$ cat src/rtl/lsu_mem_sequencer.sv
// Load/store sequencer between the core's memory controls and a req/ack SRAM port.
// Misaligned accesses become two aligned word beats; each beat is guarded by an ack timeout.
module lsu_mem_sequencer #(
    parameter int ADDR_W   = 32,
    parameter int TIMEOUT  = 16,
    parameter int SPLIT_EN = 1
) (
    input  logic              i_clk,
    input  logic              i_rst_n,
    input  logic              i_mem_read,
    input  logic              i_mem_wren,
    input  logic [2:0]        i_num_byte,
    input  logic              i_in_sram,
    input  logic [ADDR_W-1:0] i_addr,
    input  logic [31:0]       i_wdata,
    output logic              o_req,
    output logic              o_we,
    output logic [ADDR_W-1:0] o_baddr,
    output logic [3:0]        o_bmask,
    output logic [31:0]       o_bwdata,
    input  logic              i_ack,
    input  logic [31:0]       i_rdata,
    output logic [31:0]       o_ld_data,
    output logic              o_ld_vld,
    output logic              o_en_pc,
    output logic              o_err
);

    localparam int CNT_W = $clog2(TIMEOUT + 1);
    localparam logic [CNT_W-1:0] CNT_LAST = CNT_W'(TIMEOUT - 1);

    typedef enum logic [2:0] {
        S_IDLE  = 3'd0,
        S_BEAT0 = 3'd1,
        S_BEAT1 = 3'd2,
        S_DONE  = 3'd3,
        S_ERR   = 3'd4
    } state_t;

    state_t r_state;
    state_t w_state_next;

    logic              r_req;
    logic              r_we;
    logic [ADDR_W-1:0] r_baddr;
    logic [3:0]        r_bmask;
    logic [31:0]       r_bwdata;
    logic [31:0]       r_ld_data;
    logic              r_ld_vld;
    logic              r_err;
    logic [CNT_W-1:0]  r_cnt;
    logic [1:0]        r_off;
    logic [2:0]        r_size;
    logic              r_unsigned;
    logic              r_split;
    logic              r_store;
    logic [31:0]       r_wdata;
    logic [3:0]        r_mask_hi;
    logic [31:0]       r_lo;

    logic              w_req_next;
    logic              w_we_next;
    logic [ADDR_W-1:0] w_baddr_next;
    logic [3:0]        w_bmask_next;
    logic [31:0]       w_bwdata_next;
    logic [31:0]       w_ld_data_next;
    logic              w_ld_vld_next;
    logic              w_err_next;
    logic              w_en_pc;

    logic              w_acc;
    logic [1:0]        w_off;
    logic [2:0]        w_size;
    logic              w_unsigned;
    logic [3:0]        w_size_bits;
    logic [7:0]        w_mask8;
    logic              w_misal;
    logic              w_split;
    logic              w_in_beat;
    logic              w_ack_ok;
    logic              w_tmo;
    logic [5:0]        w_sh_hi;
    logic [63:0]       w_pair;
    logic [31:0]       w_word;
    logic [31:0]       w_ext;

    // Request decode; illegal sizes fall back to a full word.
    always_comb begin
        w_size      = 3'd4;
        w_unsigned  = 1'b1;
        w_size_bits = 4'b1111;
        case (i_num_byte)
            3'd0: begin w_size = 3'd1; w_unsigned = 1'b0; w_size_bits = 4'b0001; end
            3'd1: begin w_size = 3'd1; w_unsigned = 1'b1; w_size_bits = 4'b0001; end
            3'd2: begin w_size = 3'd2; w_unsigned = 1'b0; w_size_bits = 4'b0011; end
            3'd3: begin w_size = 3'd2; w_unsigned = 1'b1; w_size_bits = 4'b0011; end
            default: ;
        endcase
    end

    assign w_acc     = (i_mem_read | i_mem_wren) & i_in_sram;
    assign w_off     = i_addr[1:0];
    assign w_mask8   = {4'b0000, w_size_bits} << w_off;
    assign w_misal   = ((w_size == 3'd2) & w_off[0]) | ((w_size == 3'd4) & (w_off != 2'd0));
    assign w_split   = ({1'b0, w_off} + w_size) > 3'd4;

    assign w_in_beat = (r_state == S_BEAT0) || (r_state == S_BEAT1);
    // An ack only counts while the request is actually on the bus.
    assign w_ack_ok  = w_in_beat & i_ack & r_req;
    assign w_tmo     = w_in_beat & ~w_ack_ok & (r_cnt == CNT_LAST);
    assign w_sh_hi   = {3'd4 - {1'b0, r_off}, 3'b000};

    // Load merge: {hi,lo} shifted down by the byte offset, then extended.
    always_comb begin
        w_pair = (r_state == S_BEAT1) ? {i_rdata, r_lo} : {32'd0, i_rdata};
        w_word = 32'(w_pair >> {r_off, 3'b000});
        case (r_size)
            3'd1:    w_ext = r_unsigned ? {24'd0, w_word[7:0]}   : {{24{w_word[7]}}, w_word[7:0]};
            3'd2:    w_ext = r_unsigned ? {16'd0, w_word[15:0]}  : {{16{w_word[15]}}, w_word[15:0]};
            default: w_ext = w_word;
        endcase
    end

    always_ff @(posedge i_clk or negedge i_rst_n) begin
        if (!i_rst_n) begin
            r_state <= S_IDLE;
        end else begin
            r_state <= w_state_next;
        end
    end

    always_comb begin
        w_state_next = r_state;
        case (r_state)
            S_IDLE: begin
                if (w_acc) begin
                    w_state_next = (w_misal && (SPLIT_EN == 0)) ? S_ERR : S_BEAT0;
                end
            end
            S_BEAT0: begin
                if (w_ack_ok) begin
                    w_state_next = r_split ? S_BEAT1 : S_DONE;
                end else if (w_tmo) begin
                    w_state_next = S_ERR;
                end
            end
            S_BEAT1: begin
                if (w_ack_ok) begin
                    w_state_next = S_DONE;
                end else if (w_tmo) begin
                    w_state_next = S_ERR;
                end
            end
            default: w_state_next = S_IDLE;
        endcase
    end

    always_comb begin
        w_req_next     = r_req;
        w_we_next      = r_we;
        w_baddr_next   = r_baddr;
        w_bmask_next   = r_bmask;
        w_bwdata_next  = r_bwdata;
        w_ld_data_next = r_ld_data;
        w_ld_vld_next  = 1'b0;
        w_err_next     = (w_state_next == S_ERR) && (r_state != S_ERR);
        w_en_pc        = 1'b1;
        case (r_state)
            S_IDLE: begin
                w_en_pc = ~w_acc;
                if (w_state_next == S_BEAT0) begin
                    w_req_next    = 1'b1;
                    w_we_next     = i_mem_wren;
                    w_baddr_next  = {i_addr[ADDR_W-1:2], 2'b00};
                    w_bmask_next  = w_mask8[3:0];
                    w_bwdata_next = i_mem_wren ? (i_wdata << {w_off, 3'b000}) : 32'd0;
                end
            end
            S_BEAT0, S_BEAT1: begin
                w_en_pc = 1'b0;
                if (w_ack_ok || w_tmo) begin
                    w_req_next = 1'b0;
                    w_we_next  = 1'b0;
                end else if (!r_req) begin
                    // Second beat raises its request one cycle after the first ack.
                    w_req_next = 1'b1;
                    w_we_next  = r_store;
                end
                if ((r_state == S_BEAT0) && (w_state_next == S_BEAT1)) begin
                    w_baddr_next  = r_baddr + ADDR_W'(4);
                    w_bmask_next  = r_mask_hi;
                    w_bwdata_next = r_store ? (r_wdata >> w_sh_hi) : 32'd0;
                end
                if ((w_state_next == S_DONE) && !r_store) begin
                    w_ld_vld_next  = 1'b1;
                    w_ld_data_next = w_ext;
                end
            end
            default: w_en_pc = 1'b1;
        endcase
    end

    always_ff @(posedge i_clk or negedge i_rst_n) begin
        if (!i_rst_n) begin
            r_req      <= 1'b0;
            r_we       <= 1'b0;
            r_baddr    <= '0;
            r_bmask    <= 4'd0;
            r_bwdata   <= 32'd0;
            r_ld_data  <= 32'd0;
            r_ld_vld   <= 1'b0;
            r_err      <= 1'b0;
            r_cnt      <= '0;
            r_off      <= 2'd0;
            r_size     <= 3'd0;
            r_unsigned <= 1'b0;
            r_split    <= 1'b0;
            r_store    <= 1'b0;
            r_wdata    <= 32'd0;
            r_mask_hi  <= 4'd0;
            r_lo       <= 32'd0;
        end else begin
            r_req     <= w_req_next;
            r_we      <= w_we_next;
            r_baddr   <= w_baddr_next;
            r_bmask   <= w_bmask_next;
            r_bwdata  <= w_bwdata_next;
            r_ld_data <= w_ld_data_next;
            r_ld_vld  <= w_ld_vld_next;
            r_err     <= w_err_next;
            r_cnt     <= (w_in_beat && !w_ack_ok && !w_tmo) ? r_cnt + CNT_W'(1) : '0;
            if ((r_state == S_IDLE) && w_acc) begin
                r_off      <= w_off;
                r_size     <= w_size;
                r_unsigned <= w_unsigned;
                r_split    <= w_split;
                r_store    <= i_mem_wren;
                r_wdata    <= i_wdata;
                r_mask_hi  <= w_mask8[7:4];
            end
            if ((r_state == S_BEAT0) && w_ack_ok) begin
                r_lo <= i_rdata;
            end
        end
    end

    assign o_req     = r_req;
    assign o_we      = r_we;
    assign o_baddr   = r_baddr;
    assign o_bmask   = r_bmask;
    assign o_bwdata  = r_bwdata;
    assign o_ld_data = r_ld_data;
    assign o_ld_vld  = r_ld_vld;
    assign o_err     = r_err;
    assign o_en_pc   = w_en_pc | ~i_rst_n;

endmodule
$ cat config.mk
export PLATFORM = sky130hd
export DESIGN_NAME = lsu_mem_sequencer
export DESIGN_NICKNAME = d
export VERILOG_FILES = /design/src/rtl/lsu_mem_sequencer.sv
export SDC_FILE = /design/constraint.sdc
export NUM_CORES = 1
export LEC_CHECK = 0
export ABC_AREA = 1
export CAP_MARGIN = 15
export CORE_MARGIN = 4
export CORE_UTILIZATION = 57
export DETAILED_ROUTE_END_ITERATION = 10
export GPL_ROUTABILITY_DRIVEN = 0
export PLACE_DENSITY = 0.83
export SYNTH_ARGS = -nofsm -noshare
export SYNTH_HDL_FRONTEND = slang
export SYNTH_SLANG_ARGS = --single-unit
$ cat constraint.sdc
create_clock -name i_clk -period 5.35 [get_ports i_clk]
set_input_delay 0.535 -clock i_clk [delete_from_list [all_inputs] [get_ports i_clk]]
set_output_delay 0.535 -clock i_clk [all_outputs]
set_load 0.02 [all_outputs]
# [Yosys cells after proc, flatten, opt, wreduce, memory -nomap -nowiden]
# Cells that the tools add are included.
[classes] n_addsub=4 shifts=4 bitwise_logic=10 n_reduce_logical=23 muxes=35 magnitude_cmp=1 eq_ne=16
[ops] op="32-bit 2-to-1 mux" n=8
[ops] op="32-bit case mux with 2 select lines" n=3
[ops] op="64-bit 2-to-1 mux" n=1
[ops] op="64-bit by 5-bit right shift with 32-bit output" n=1
[ops] op="32-bit by 3-bit adder with 32-bit output (second input constant)" n=1
[ops] op="32-bit by 5-bit << shifter with 32-bit output" n=1
[ops] op="32-bit by 6-bit right shift with 32-bit output" n=1
[ops] op="3-bit by 2-bit == test with 1-bit output (second input constant)" n=6
[ops] op="4-bit case mux with 2 select lines" n=2
[ops] op="3-bit by 1-bit == test with 1-bit output (second input constant)" n=4
[ops] op="3-bit 2-to-1 mux" n=4
[ops] op="1-bit 2-to-1 mux" n=9
[ops] op="3-bit case mux with 3 select lines" n=1
[ops] op="4-bit 2-to-1 mux" n=2
[ops] op="2-bit OR reduction" n=4
[ops] op="4-bit by 2-bit << shifter with 8-bit output" n=1
[ops] op="1-bit logical AND" n=7
[ops] op="3-bit logical NOT" n=2
[ops] op="3-bit inequality test (second input constant)" n=2
[ops] op="1-bit case mux with 2 select lines" n=3
[ops] op="3-bit case mux with 2 select lines" n=1
[ops] op="3-bit AND reduction" n=2
[ops] op="5-bit by 1-bit adder with 5-bit output (second input constant)" n=1
[ops] op="1-bit AND" n=5
[ops] op="other kinds (13)" n=21
[totals] wordCells=111 output_inout_bits=105 regBits=188 input_bits=105

# [Depth between registers and ports, before layout]
# Gate-level depths: netlist (run 1).
[depth] ltp_word=14 depth_mapped=15 mapped_depth_nobuf=14

# [Worst setup path before layout (run 1)]
# No wires, ideal clock.
[synth_path] path_type="reg-to-reg" from="reg r_off[0]" to="reg r_bwdata[13], in the netlist o_bwdata[13]" synth_period_minus_slack_ns=2.327 t_required_ns=5.233 stages_incl_launch_ff=13 t_arrival_ns=2.211 path_slack_ns=3.023 path_cell_list="dfrtp_1 > buf_2 > clkinv_1 > clkbuf_1 > clkbuf_1 > ha_1 > inv_1 > buf_1 > o211ai_1 > o21ai_0 > o22ai_1 > nand2_1 > nand2_1"
[synth_via] elab_chain_len=5
[synth_rtl] element="start, declared" line="52" text="logic [1:0] r_off;"
[synth_rtl] element="start signal, assigned" line="233" text="r_off <= w_off;"
[synth_rtl] element="3-bit by 2-bit subtractor with 3-bit output" line="111" text="assign w_sh_hi = {3'd4 - {1'b0, r_off}, 3'b000};"
[synth_rtl] element="32-bit by 6-bit right shift with 32-bit output" line="192" text="w_bwdata_next = r_store ? (r_wdata >> w_sh_hi) : 32'd0;"
[synth_rtl] element="32-bit 2-to-1 mux" line="192"
[synth_rtl] element="32-bit 2-to-1 mux" line="189" text="if ((r_state == S_BEAT0) && (w_state_next == S_BEAT1)) begin"
[synth_rtl] element="32-bit case mux with 2 select lines" line="168" text="case (r_state)"
[synth_rtl] element="end signal, assigned" line="227" text="r_bwdata <= w_bwdata_next;"
[synth_rtl] element="end, declared" line="47" text="logic [31:0] r_bwdata;"
# Every way passes these cells. The select of a mux whose other input is x is not followed.
# A chain may end at the register's enable or synchronous reset.

# [Final worst setup path (run 1)]
[layout_path] from="reg r_state[2]" to="out o_en_pc"
[layout_via] elab_chain_len=4 word_cells_on_any_way=6
[layout_rtl] element="start, declared" line="40" text="state_t r_state;"
[layout_rtl] element="start signal, assigned" line="128" text="r_state <= w_state_next;"
[layout_rtl] element="3-bit by 2-bit == test with 1-bit output / 3-bit by 1-bit == test with 1-bit output (equally long branches)" line="168"
[layout_rtl] element="2-bit OR reduction" line="168"
[layout_rtl] element="1-bit case mux with 2 select lines *" line="168"
[layout_rtl] element="1-bit OR *" line="255" text="assign o_en_pc = w_en_pc | ~i_rst_n;"
[layout_rtl] element="end, declared" line="25" text="output logic o_en_pc,"
# Mark *: on every way between the ends. The rest lies on a longest branch, timed or not.

==> flow_summary_export.csv, run 1 <==
group,metric,value,unit
worst_setup_path,crit_chain,"nor2_4, nand2_4, nand2_2, inv_2, nand2_1, nand2_1, clkdlybuf4s50_1",
timing,slew_headroom,0.2142,
drt,wl_per_cell,16.81,um
timing,rsz0062_at_grt,"false",
floorplan,start_util,0.5881,
yosys,ys_top_cells_by_area,"dfrtp_1 (42%), nand2_1 (21%), nand3_1 (7.2%), o21ai_0 (7.2%), nor2_1 (4.3%)",
yosys,synth_cell_types,39,
cts,cts_resized,0,
power,switching_share,0.4772,
worst_setup_path,cp_slowest_stage_delay,590,ps
yosys,synth_area_leader_cell,"dfrtp_1",
global_routing,grt_use_total,0.3074,
cts,cts_tree,"done",
worst_setup_path,crit_type,"flip-flop to output port",
drt,drc,0,
worst_setup_path,start_kind,"flip-flop",
cts,clockBufferDepth,2,
worst_setup_path,cp_slowest_cell,"nor2_4",
worst_setup_path,crit_arrival,3420,ps
floorplan,dieArea,21860,sq um
cts,hold_buffers,0,
power,ir_drop,0.0003428,V
floorplan,num_io_pins,210,
yosys,avgSynthCellArea,6.903,sq um
timing,clock.fmax,253.1,MHz
place,portBuffers,207,
min_path,hp-class,"input pin to asynchronous set/reset pin",
cts,htree_levels,4,
cts,cts_made_buffers,17,
power,seq_power_share,0.310,
power,p_clk_frac,0.156,
yosys,synth_cells,1615,
floorplan,placementRows,50,
cts,cts.sinks,185,
timing,fin_tns_setup,0,ps
timing,skew,14.05,ps
drt,finalWirelength,34.16,mm
power,power_frac_comb,0.534,
place,placed_cells,2000,
yosys,async_flop_share,1.000,
worst_setup_path,path_buf_inv,2,
job,cap_violations,0,
timing,hold_violations,0,
drt,vias,11522,
global_routing,grt_pass1_wl,54.68,mm
status,status,"complete, no violations",
cts,cts-root-buf,"clkbuf_16",
finish,layout-drive-gt1-share,0.05305,
finish,syn_to_final_growth,23.37,%
yosys,yosys-top-cells-count,"nand2_1 (617), dfrtp_1 (185), nand3_1 (160), o21ai_0 (160), nor2_1 (128)",
yosys,synth_seq_area_share,0.4153,
cts,insertion_delay,450,ps
yosys,mappedNetlistArea,11150,sq um
floorplan,die_y,147.9,um
place,dp_hpwl,23.43,mm
power,p_switching,3.809,mW
global_routing,grt_max_degree,83,
drt,drtAntennaViolNets,0,
yosys,ys.flop_type,"dfrtp_1",
cts,clkSlewWorstSetupHoldPaths,80,ps
timing,finalSetupViolations,0,
yosys,ys_warn_count,0,
global_routing,grt_pass1_vias,10918,
yosys,synth-edff-count,0,
worst_setup_path,crit_fanout,51,
drt,first_pass_iters,6,
power,leakage,6.459,nW
drt,vias_per_cell,5.670,
timing,min_period,3951,ps
finish,nets,1870,
worst_setup_path,critical-path-top-delay-family,"simple AND/OR/NAND/NOR gates",
power,p_int,4.172,mW
finish,diodes,0,
drt,drt_iter0_drc,1411,
yosys,yosys.area.top_type_share,0.4153,
worst_setup_path,required,4820,ps
cts,postCtsSetupRepairBufs,0,
finish,stdcell_count,2032,
yosys,yosysMostFrequentCell,"nand2_1",
timing,slew_violations,0,
timing,worst_pin_slew,1177,ps
yosys,ys_ff_latch,185,
floorplan,fp.dieW,147.9,um
power,power.density,580.3,nW/um^2
worst_setup_path,end_kind,"output port",
worst_setup_path,path_common_cell,"nand2_1",
global_routing,antenna_found_initial,0,
floorplan,core,18960,sq um
timing,fin_crit_sh,0.7385,
global_routing,grt_overflow,0,
## power by group through the flow
stage	clock (mW)	combinational (mW)	sequential, mW
floorplan	0	2.55	2.70
global placement	0	4.10	2.47
detailed placement	0	4.20	2.48
CTS	1.24	4.22	2.46
global route	1.31	4.69	2.55
finish	1.25	4.26	2.48
## final cells by class
cell class | count | area [sq um]
multi-input cells | 1230 | 5670
inverters | 107 | 401.6
fillers | 1570 | 5202
clock buffers | 18 | 439.2
well taps | 260 | 325.3
repair buffers | 218 | 2156
clock inverters | 14 | 130.1
flip-flops and latches | 185 | 4631
## stage by stage
stage / utilization / worst slack (ps) / instance area [sq um] / total power, mW / hold WS, ps
after global placement: 0.6955 / 1699 / 13180 / 6.566 / 445.3
after CTS: 0.7255 / 1464 / 13750 / 7.926 / 173.9
after floorplan: - / 3023 / 11150 / 5.248 / 239.4
final: 0.7255 / 1399 / 13750 / 7.981 / 137.9
after detailed placement: 0.6955 / 1627 / 13180 / 6.676 / 458.6
after global routing: 0.7255 / 1196 / 13750 / 8.545 / 210.5
## sequential cells by signal, indices dropped and copies added (netlist names), 2 cells and up
signal,count
r_off,2
r_size,3
o_bmask,4
r_wdata,32
o_ld_data,32
r_mask_hi,3
r_cnt,5
r_lo,32
o_bwdata,32
r_state,3
o_baddr,30
## logic make-up after synthesis
| family | Yosys count | synth area share |
|---|---|---|
| XOR/XNOR | 9 | 0.007071 |
| buffers and inverters | 201 | 0.07710 |
| adder cells (fa/ha/maj) | 6 | 0.007407 |
| multiplexers | 15 | 0.01515 |
| AND/OR/NAND/NOR | 952 | 0.3540 |
| flip-flops | 185 | 0.4153 |
| other | 1 | 0.0003364 |
| AO/OA/AOI/OAI | 246 | 0.1237 |
## per-layer routing
layer	part of all wire	wire length [um]	up-vias	track usage
li1	-	-	5490	-
met5	0	0	-	0
met4	0.043	1466	0	0.1312
met2	0.46	15760	612	0.4909
met3	0.087	2982	114	0.04874
met1	0.41	13960	5306	0.4195
## final timing paths
check / slack, ps / to / cells after the start / from
min in group i_clk: 470 / r_cnt[0]$_DFF_PN0_ / 1 / r_cnt[0]$_DFF_PN0_
worst min register to register: 470 / r_cnt[0]$_DFF_PN0_ / 1 / r_cnt[0]$_DFF_PN0_
max in group asynchronous: 3930 / o_bwdata[10]$_DFFE_PN0P_ / 2 / i_rst_n
worst max register to register: 1510 / o_bwdata[6]$_DFFE_PN0P_ / 11 / r_state[2]$_DFF_PN0_
worst min-delay path: 140 / o_baddr[25]$_DFFE_PN0P_ / 1 / i_rst_n
worst max-delay path: 1400 / o_en_pc / 7 / r_state[2]$_DFF_PN0_
## worst reg2reg max path: stages (launching register included)
cell and delay [ps]:
dfrtp_1 430, nor2_4 590, nand2_4 510, nand2_2 220, buf_4 380, nand3_2 170, nand3_2 110, nand2_1 80
nand2_2 640, buf_4 420, nand2_1 120, nand2_1 90
## cells in the final DEF (no fill, tap or decap), types with 6 or more instances in the layout
cell type,netlist,final
xnor2_1,6,6
o21ai_0,160,160
nand3_1,160,160
mux2_2,15,15
o22ai_1,17,17
o211ai_1,29,29
nand2_1,617,617
clkbuf_16,0,17
nand3b_1,13,13
inv_1,103,103
inv_6,0,6
a21boi_0,7,7
nand2_2,6,6
clkdlybuf4s50_1,0,206
buf_4,8,11
a21oi_1,19,19
dfrtp_1,185,184
nor2_1,128,127
or2_2,14,14
Note: power is estimated with default switching activity, not from simulation.
==> run 2: changes to the inputs <==
CORE_UTILIZATION = 48   (was 57)
PLACE_DENSITY = 0.74   (was 0.83)
clock period = 3.3 ns   (was 5.35 ns; I/O delays follow)
==> run 2 against run 1 <==
  * Sequential share of layout area decreased by 0.54 points
  * Non-clock buffer count increased by 13
  * Routed wire length decreased by 0.20%
  * Final area increased by 1.6%
  * Clock power increased by 69%
  * Worst setup slack got worse by 850 ps
==> flow_summary_export.csv, run 2 (synthesized netlist as in run 1, its figures left out) <==
group,metric,value,unit
job,cap_violations,0,
timing,finalSetupViolations,0,
drt,finalWirelength,34.10,mm
worst_setup_path,crit_type,"flip-flop to output port",
timing,rsz0062_at_grt,"false",
worst_setup_path,crit_chain,"nor2_1, nand2_1, nand2_2, inv_2, nand2_1, nand2_1, clkdlybuf4s50_1",
floorplan,num_io_pins,210,
timing,hold_violations,0,
cts,cts_resized,0,
drt,drtAntennaViolNets,0,
min_path,hp-class,"input pin to asynchronous set/reset pin",
drt,first_pass_iters,6,
timing,slew_headroom,0.4803,
cts,cts.sinks,185,
drt,drt_iter0_drc,908,
power,ir_drop,0.0007016,V
timing,min_period,2751,ps
status,status,"complete, no violations",
finish,nets,1883,
floorplan,core,22780,sq um
worst_setup_path,end_kind,"output port",
global_routing,grt_overflow,0,
worst_setup_path,path_common_cell,"nand2_1",
place,place_ws,674.7,ps
floorplan,fp.dieW,160.4,um
cts,cts_tree,"done",
floorplan,die_y,160.4,um
worst_setup_path,path_buf_inv,2,
floorplan,placementRows,55,
finish,stdcell_area,13980,sq um
cts,clockBufferDepth,2,
timing,setup_ws,548.5,ps
worst_setup_path,start_kind,"flip-flop",
drt,vias_per_cell,5.391,
finish,layout_commonest_cell,"nand2_1",
worst_setup_path,required,2970,ps
place,place_area,13370,sq um
timing,fin_crit_sh,0.8338,
worst_setup_path,critical-path-top-delay-family,"buffers and inverters",
global_routing,grt_pass1_wl,55.23,mm
place,placed_cells,2065,
timing,slew_violations,0,
timing,fin_tns_setup,0,ps
global_routing,antenna_found_initial,1,
finish,layout-drive-gt1-share,0.05938,
worst_setup_path,crit_arrival,2420,ps
cts,cts-root-buf,"clkbuf_16",
place,dp_hpwl,24.49,mm
floorplan,start_util,0.4894,
cts,cts_made_buffers,17,
finish,final_core_util,0.6136,
drt,drc,0,
power,power.density,935.9,nW/um^2
drt,vias,11315,
global_routing,grt_max_degree,91,
timing,skew,14.79,ps
worst_setup_path,cp_slowest_cell,"clkdlybuf4s50_1",
finish,most-common-layout-cells,"nand2_1 (617), clkdlybuf4s50_1 (206), dfrtp_1 (184), nand3_1 (160), o21ai_0 (160)",
worst_setup_path,crit_fanout,16,
worst_setup_path,cp_slowest_stage_delay,610,ps
global_routing,grt_use_total,0.2619,
timing,clock.fmax,363.4,MHz
timing,worst_pin_slew,779.5,ps
finish,syn_to_final_growth,25.38,%
place,portBuffers,207,
cts,htree_levels,4,
drt,wl_per_cell,16.24,um
finish,stdcell_count,2099,
cts,insertion_delay,440,ps
power,leakage,6.541,nW
global_routing,grt_pass1_vias,10655,
floorplan,dieArea,25730,sq um
cts,clkSlewWorstSetupHoldPaths,80,ps
run 2: cell types whose count changed in the layout (fill, tap and decap cells not counted), sizes merged:
cell         before  now
buf              12   23
bufinv            0    1
clkinv            5    4
clkinvlp          0    1
diode             0    1
dlygate4sd3       0    1
run 2: final timing paths:
path / startpoint / to / slack [ps] / cells after the start
max: r_state[1]$_DFF_PN0_ / o_en_pc / 550 / 7
min: i_rst_n / o_bwdata[7]$_DFFE_PN0P_ / 360 / 2
max reg2reg: r_cnt[0]$_DFF_PN0_ / o_ld_data[27]$_DFFE_PN0P_ / 690 / 15
min reg2reg: r_cnt[0]$_DFF_PN0_ / r_cnt[0]$_DFF_PN0_ / 460 / 1
max in group asynchronous: i_rst_n / o_ld_data[13]$_DFFE_PN0P_ / 1870 / 3
min in group i_clk: r_cnt[0]$_DFF_PN0_ / r_cnt[0]$_DFF_PN0_ / 460 / 1
run 2: timing repair:
action                                 4_1_cts  5_1_grt
hold buffers                                 1        0
endpoints found under the hold margin       39        0
setup buffers                                0        0
setup endpoints to repair                    0        0
run 2: metal layers:
layer	share of wire	global-route usage
met2	0.47	0.4163
met4	0.033	0.09816
met1	0.43	0.3590
met5	0	0
met3	0.073	0.04773
run 2: final cells by class:
| cell class | instances | area [sq um] |
|---|---|---|
| Antenna cell | 1 | 2.502 |
| Clock buffer | 17 | 425.4 |
| Clock inverter | 15 | 171.4 |
| Fill cell | 2098 | 8801 |
| Inverter | 107 | 401.6 |
| Multi-Input combinational cell | 1230 | 5670 |
| Sequential cell | 185 | 4631 |
| Tap cell | 313 | 391.6 |
| Timing Repair Buffer | 231 | 2283 |
run 2: power breakdown:
group	internal, mW	leakage, nW	switching (mW)
Sequential	3.24	2.32	0.715
Combinational	2.59	3.93	4.42
Clock	1.09	0.291	1.03
Total	6.92	6.54	6.16
run 2: through the flow:
step	hold WS, ps	total power, mW
final	357.7	13.08
after global routing	379.1	14.08
after detailed placement	282.9	10.96
after CTS	367.4	13.09
after global placement	282.8	10.81
after floorplan	34.41	8.508
run 2: worst reg2reg max path, stage by stage (launching register included):
cell,delay (ps)
dfrtp_1,400
ha_1,210
nand2_1,80
nor2_1,40
ha_1,160
inv_1,150
nand2_1,70
nand2_1,70
nand2_1,80
nor2_1,130
nand2_2,220
inv_2,370
buf_4,310
nand2_1,80
nor2_1,100
nor2_1,50
==> run 3: changes to the inputs <==
CORE_UTILIZATION = 53   (was 48)
PLACE_DENSITY = 0.78   (was 0.74)
clock period = 2.6 ns   (was 3.3 ns; I/O delays follow)
==> run 3 against run 2 <==
  * Via count increased by 0.96%
  * Clock skew increased by 4.3 ps
  * First-iteration DRC count increased by 2.0%
  * Worst setup slack got worse by 250 ps
  * Combinational power increased by 30%
  * Sequential cell count unchanged
  * Worst hold slack improved by 9.9 ps
  * Sequential share of layout area decreased by 0.086 points
  * Sequential power increased by 27%
  * Clock-buffer cell count unchanged
  * Routed wire length increased by 0.28%
  * Clock power increased by 23%
  * Highest routed layer unchanged
==> flow_summary_export.csv, run 3 (synthesized netlist as in run 1, its figures left out) <==
group,metric,value,unit
status,status,"complete, no violations",
worst_setup_path,cp_slowest_cell,"dfrtp_1",
power,power.density,1192,nW/um^2
timing,hold_violations,0,
worst_setup_path,required,2930,ps
global_routing,met3_usage,0.05739,
drt,vias,11424,
worst_setup_path,crit_type,"flip-flop to flip-flop",
place,dp_hpwl,23.85,mm
drt,drt_iter0_drc,926,
job,cap_violations,0,
timing,slew_violations,0,
cts,htree_levels,4,
worst_setup_path,crit_fanout,27,
finish,layout-drive-gt1-share,0.06414,
floorplan,fp.dieW,153.0,um
power,leakage,6.579,nW
finish,stdcell_area,14020,sq um
finish,seq_area,4632,sq um
global_routing,busiest_layer,"met2",
finish,most-common-layout-cells,"nand2_1 (617), clkdlybuf4s50_1 (205), dfrtp_1 (183), nand3_1 (160), o21ai_0 (160)",
place,place_ws,353.6,ps
floorplan,dieArea,23420,sq um
cts,cts_made_buffers,17,
worst_setup_path,crit_chain,"nor2_4, buf_4, nand3_1, nand3_1, nand3_1, nand3_4, nand2_2, nor2_1, nor2_1",
global_routing,grtUsageMet2,0.4505,
finish,syn_to_final_growth,25.74,%
worst_setup_path,start_kind,"flip-flop",
global_routing,grt_max_degree,89,
floorplan,core,20430,sq um
floorplan,num_io_pins,210,
drt,wl_per_cell,16.57,um
worst_setup_path,end_kind,"flip-flop",
min_path,hp-class,"input pin to asynchronous set/reset pin",
cts,insertion_delay,450,ps
cts,cts-root-buf,"clkbuf_16",
global_routing,use_met1,0.3981,
drt,drc,0,
timing,slew_headroom,0.4579,
timing,worst_pin_slew,813.1,ps
cts,clkSlewWorstSetupHoldPaths,70,ps
finish,fillers,1766,
timing,fin_tns_setup,0,ps
timing,fin_crit_sh,0.8842,
worst_setup_path,cp_slowest_stage_delay,420,ps
place,portBuffers,207,
cts,cts.sinks,185,
drt,vias_per_cell,5.535,
floorplan,start_util,0.5457,
floorplan,die_y,153.0,um
worst_setup_path,path_buf_inv,1,
timing,min_period,2299,ps
global_routing,grt_pass1_vias,10881,
timing,rsz0062_at_grt,"false",
cts,cts_tree,"done",
cts,clockBufferDepth,2,
finish,nets,1891,
drt,finalWirelength,34.19,mm
finish,layout_commonest_cell,"nand2_1",
floorplan,placementRows,52,
timing,clock.fmax,435.0,MHz
place,place_area,13410,sq um
worst_setup_path,path_common_cell,"nand3_1",
global_routing,antenna_found_initial,1,
global_routing,grt_overflow,0,
timing,setup_ws,301.1,ps
global_routing,grt_pass1_wl,55.68,mm
worst_setup_path,crit_arrival,2630,ps
cts,postCtsSetupRepairBufs,0,
worst_setup_path,critical-path-top-delay-family,"simple AND/OR/NAND/NOR gates",
timing,finalSetupViolations,0,
timing,skew,19.12,ps
global_routing,grt_use_total,0.2883,
drt,first_pass_iters,6,
finish,multiInputGateArea,5679,sq um
drt,drtAntennaViolNets,0,
power,ir_drop,0.0007180,V
run 3: report_power, final:
group / switching (mW) / internal (mW)
sequential: 0.905 / 4.11
combinational: 5.72 / 3.38
clock: 1.32 / 1.29
run 3: area by class of cell:
| cell class | count | share of cell area |
|---|---|---|
| Clock buffer | 17 | 0.03035 |
| Tap cell | 270 | 0.02410 |
| Inverter | 107 | 0.02865 |
| Clock inverter | 15 | 0.01107 |
| Timing Repair Buffer | 239 | 0.1700 |
| Sequential cell | 185 | 0.3304 |
| Antenna cell | 1 | 0.0001785 |
| Multi-Input combinational cell | 1230 | 0.4052 |
run 3: per-stage QoR:
| stage | cells | hold WS, ps | total power [mW] | util |
|---|---|---|---|---|
| floorplan | 1616 | -35.59 | 10.80 | - |
| global placement | 2030 | 246.0 | 13.82 | 0.6565 |
| detailed placement | 2030 | 246.2 | 14.00 | 0.6565 |
| CTS | 2063 | 398.2 | 16.66 | 0.6858 |
| global route | 2064 | 419.1 | 17.94 | 0.6861 |
| finish | 2064 | 367.6 | 16.71 | 0.6861 |
run 3: worst paths after layout:
check	startpoint	endpoint	slack, ps	cells after the start
max reg2reg	r_state[2]$_DFF_PN0_	o_ld_data[24]$_DFFE_PN0P_	300	9
max	r_state[2]$_DFF_PN0_	o_ld_data[24]$_DFFE_PN0P_	300	9
max in group asynchronous	i_rst_n	r_off[0]$_DFFE_PN0P_	1180	3
min	i_rst_n	r_lo[23]$_DFFE_PN0P_	370	2
min reg2reg	r_cnt[0]$_DFF_PN0_	r_cnt[0]$_DFF_PN0_	460	1
min in group i_clk	i_rdata[23]	r_lo[23]$_DFFE_PN0P_	420	3
run 3: what timing repair did:
action	in CTS	in global routing
setup endpoints to repair	1	1
resized for setup	1	2
pin swaps	0	0
cloned	0	0
hold endpoints to repair	47	0
hold buffers	1	0
run 3: per-layer routing:
layer / wire (um) / share of wire / vias up
li1: - / - / 5536
met1: 14350 / 0.42 / 5270
met3: 2790 / 0.082 / 78
met4: 1053 / 0.031 / 0
met5: 0 / 0 / -
met2: 16000 / 0.47 / 540
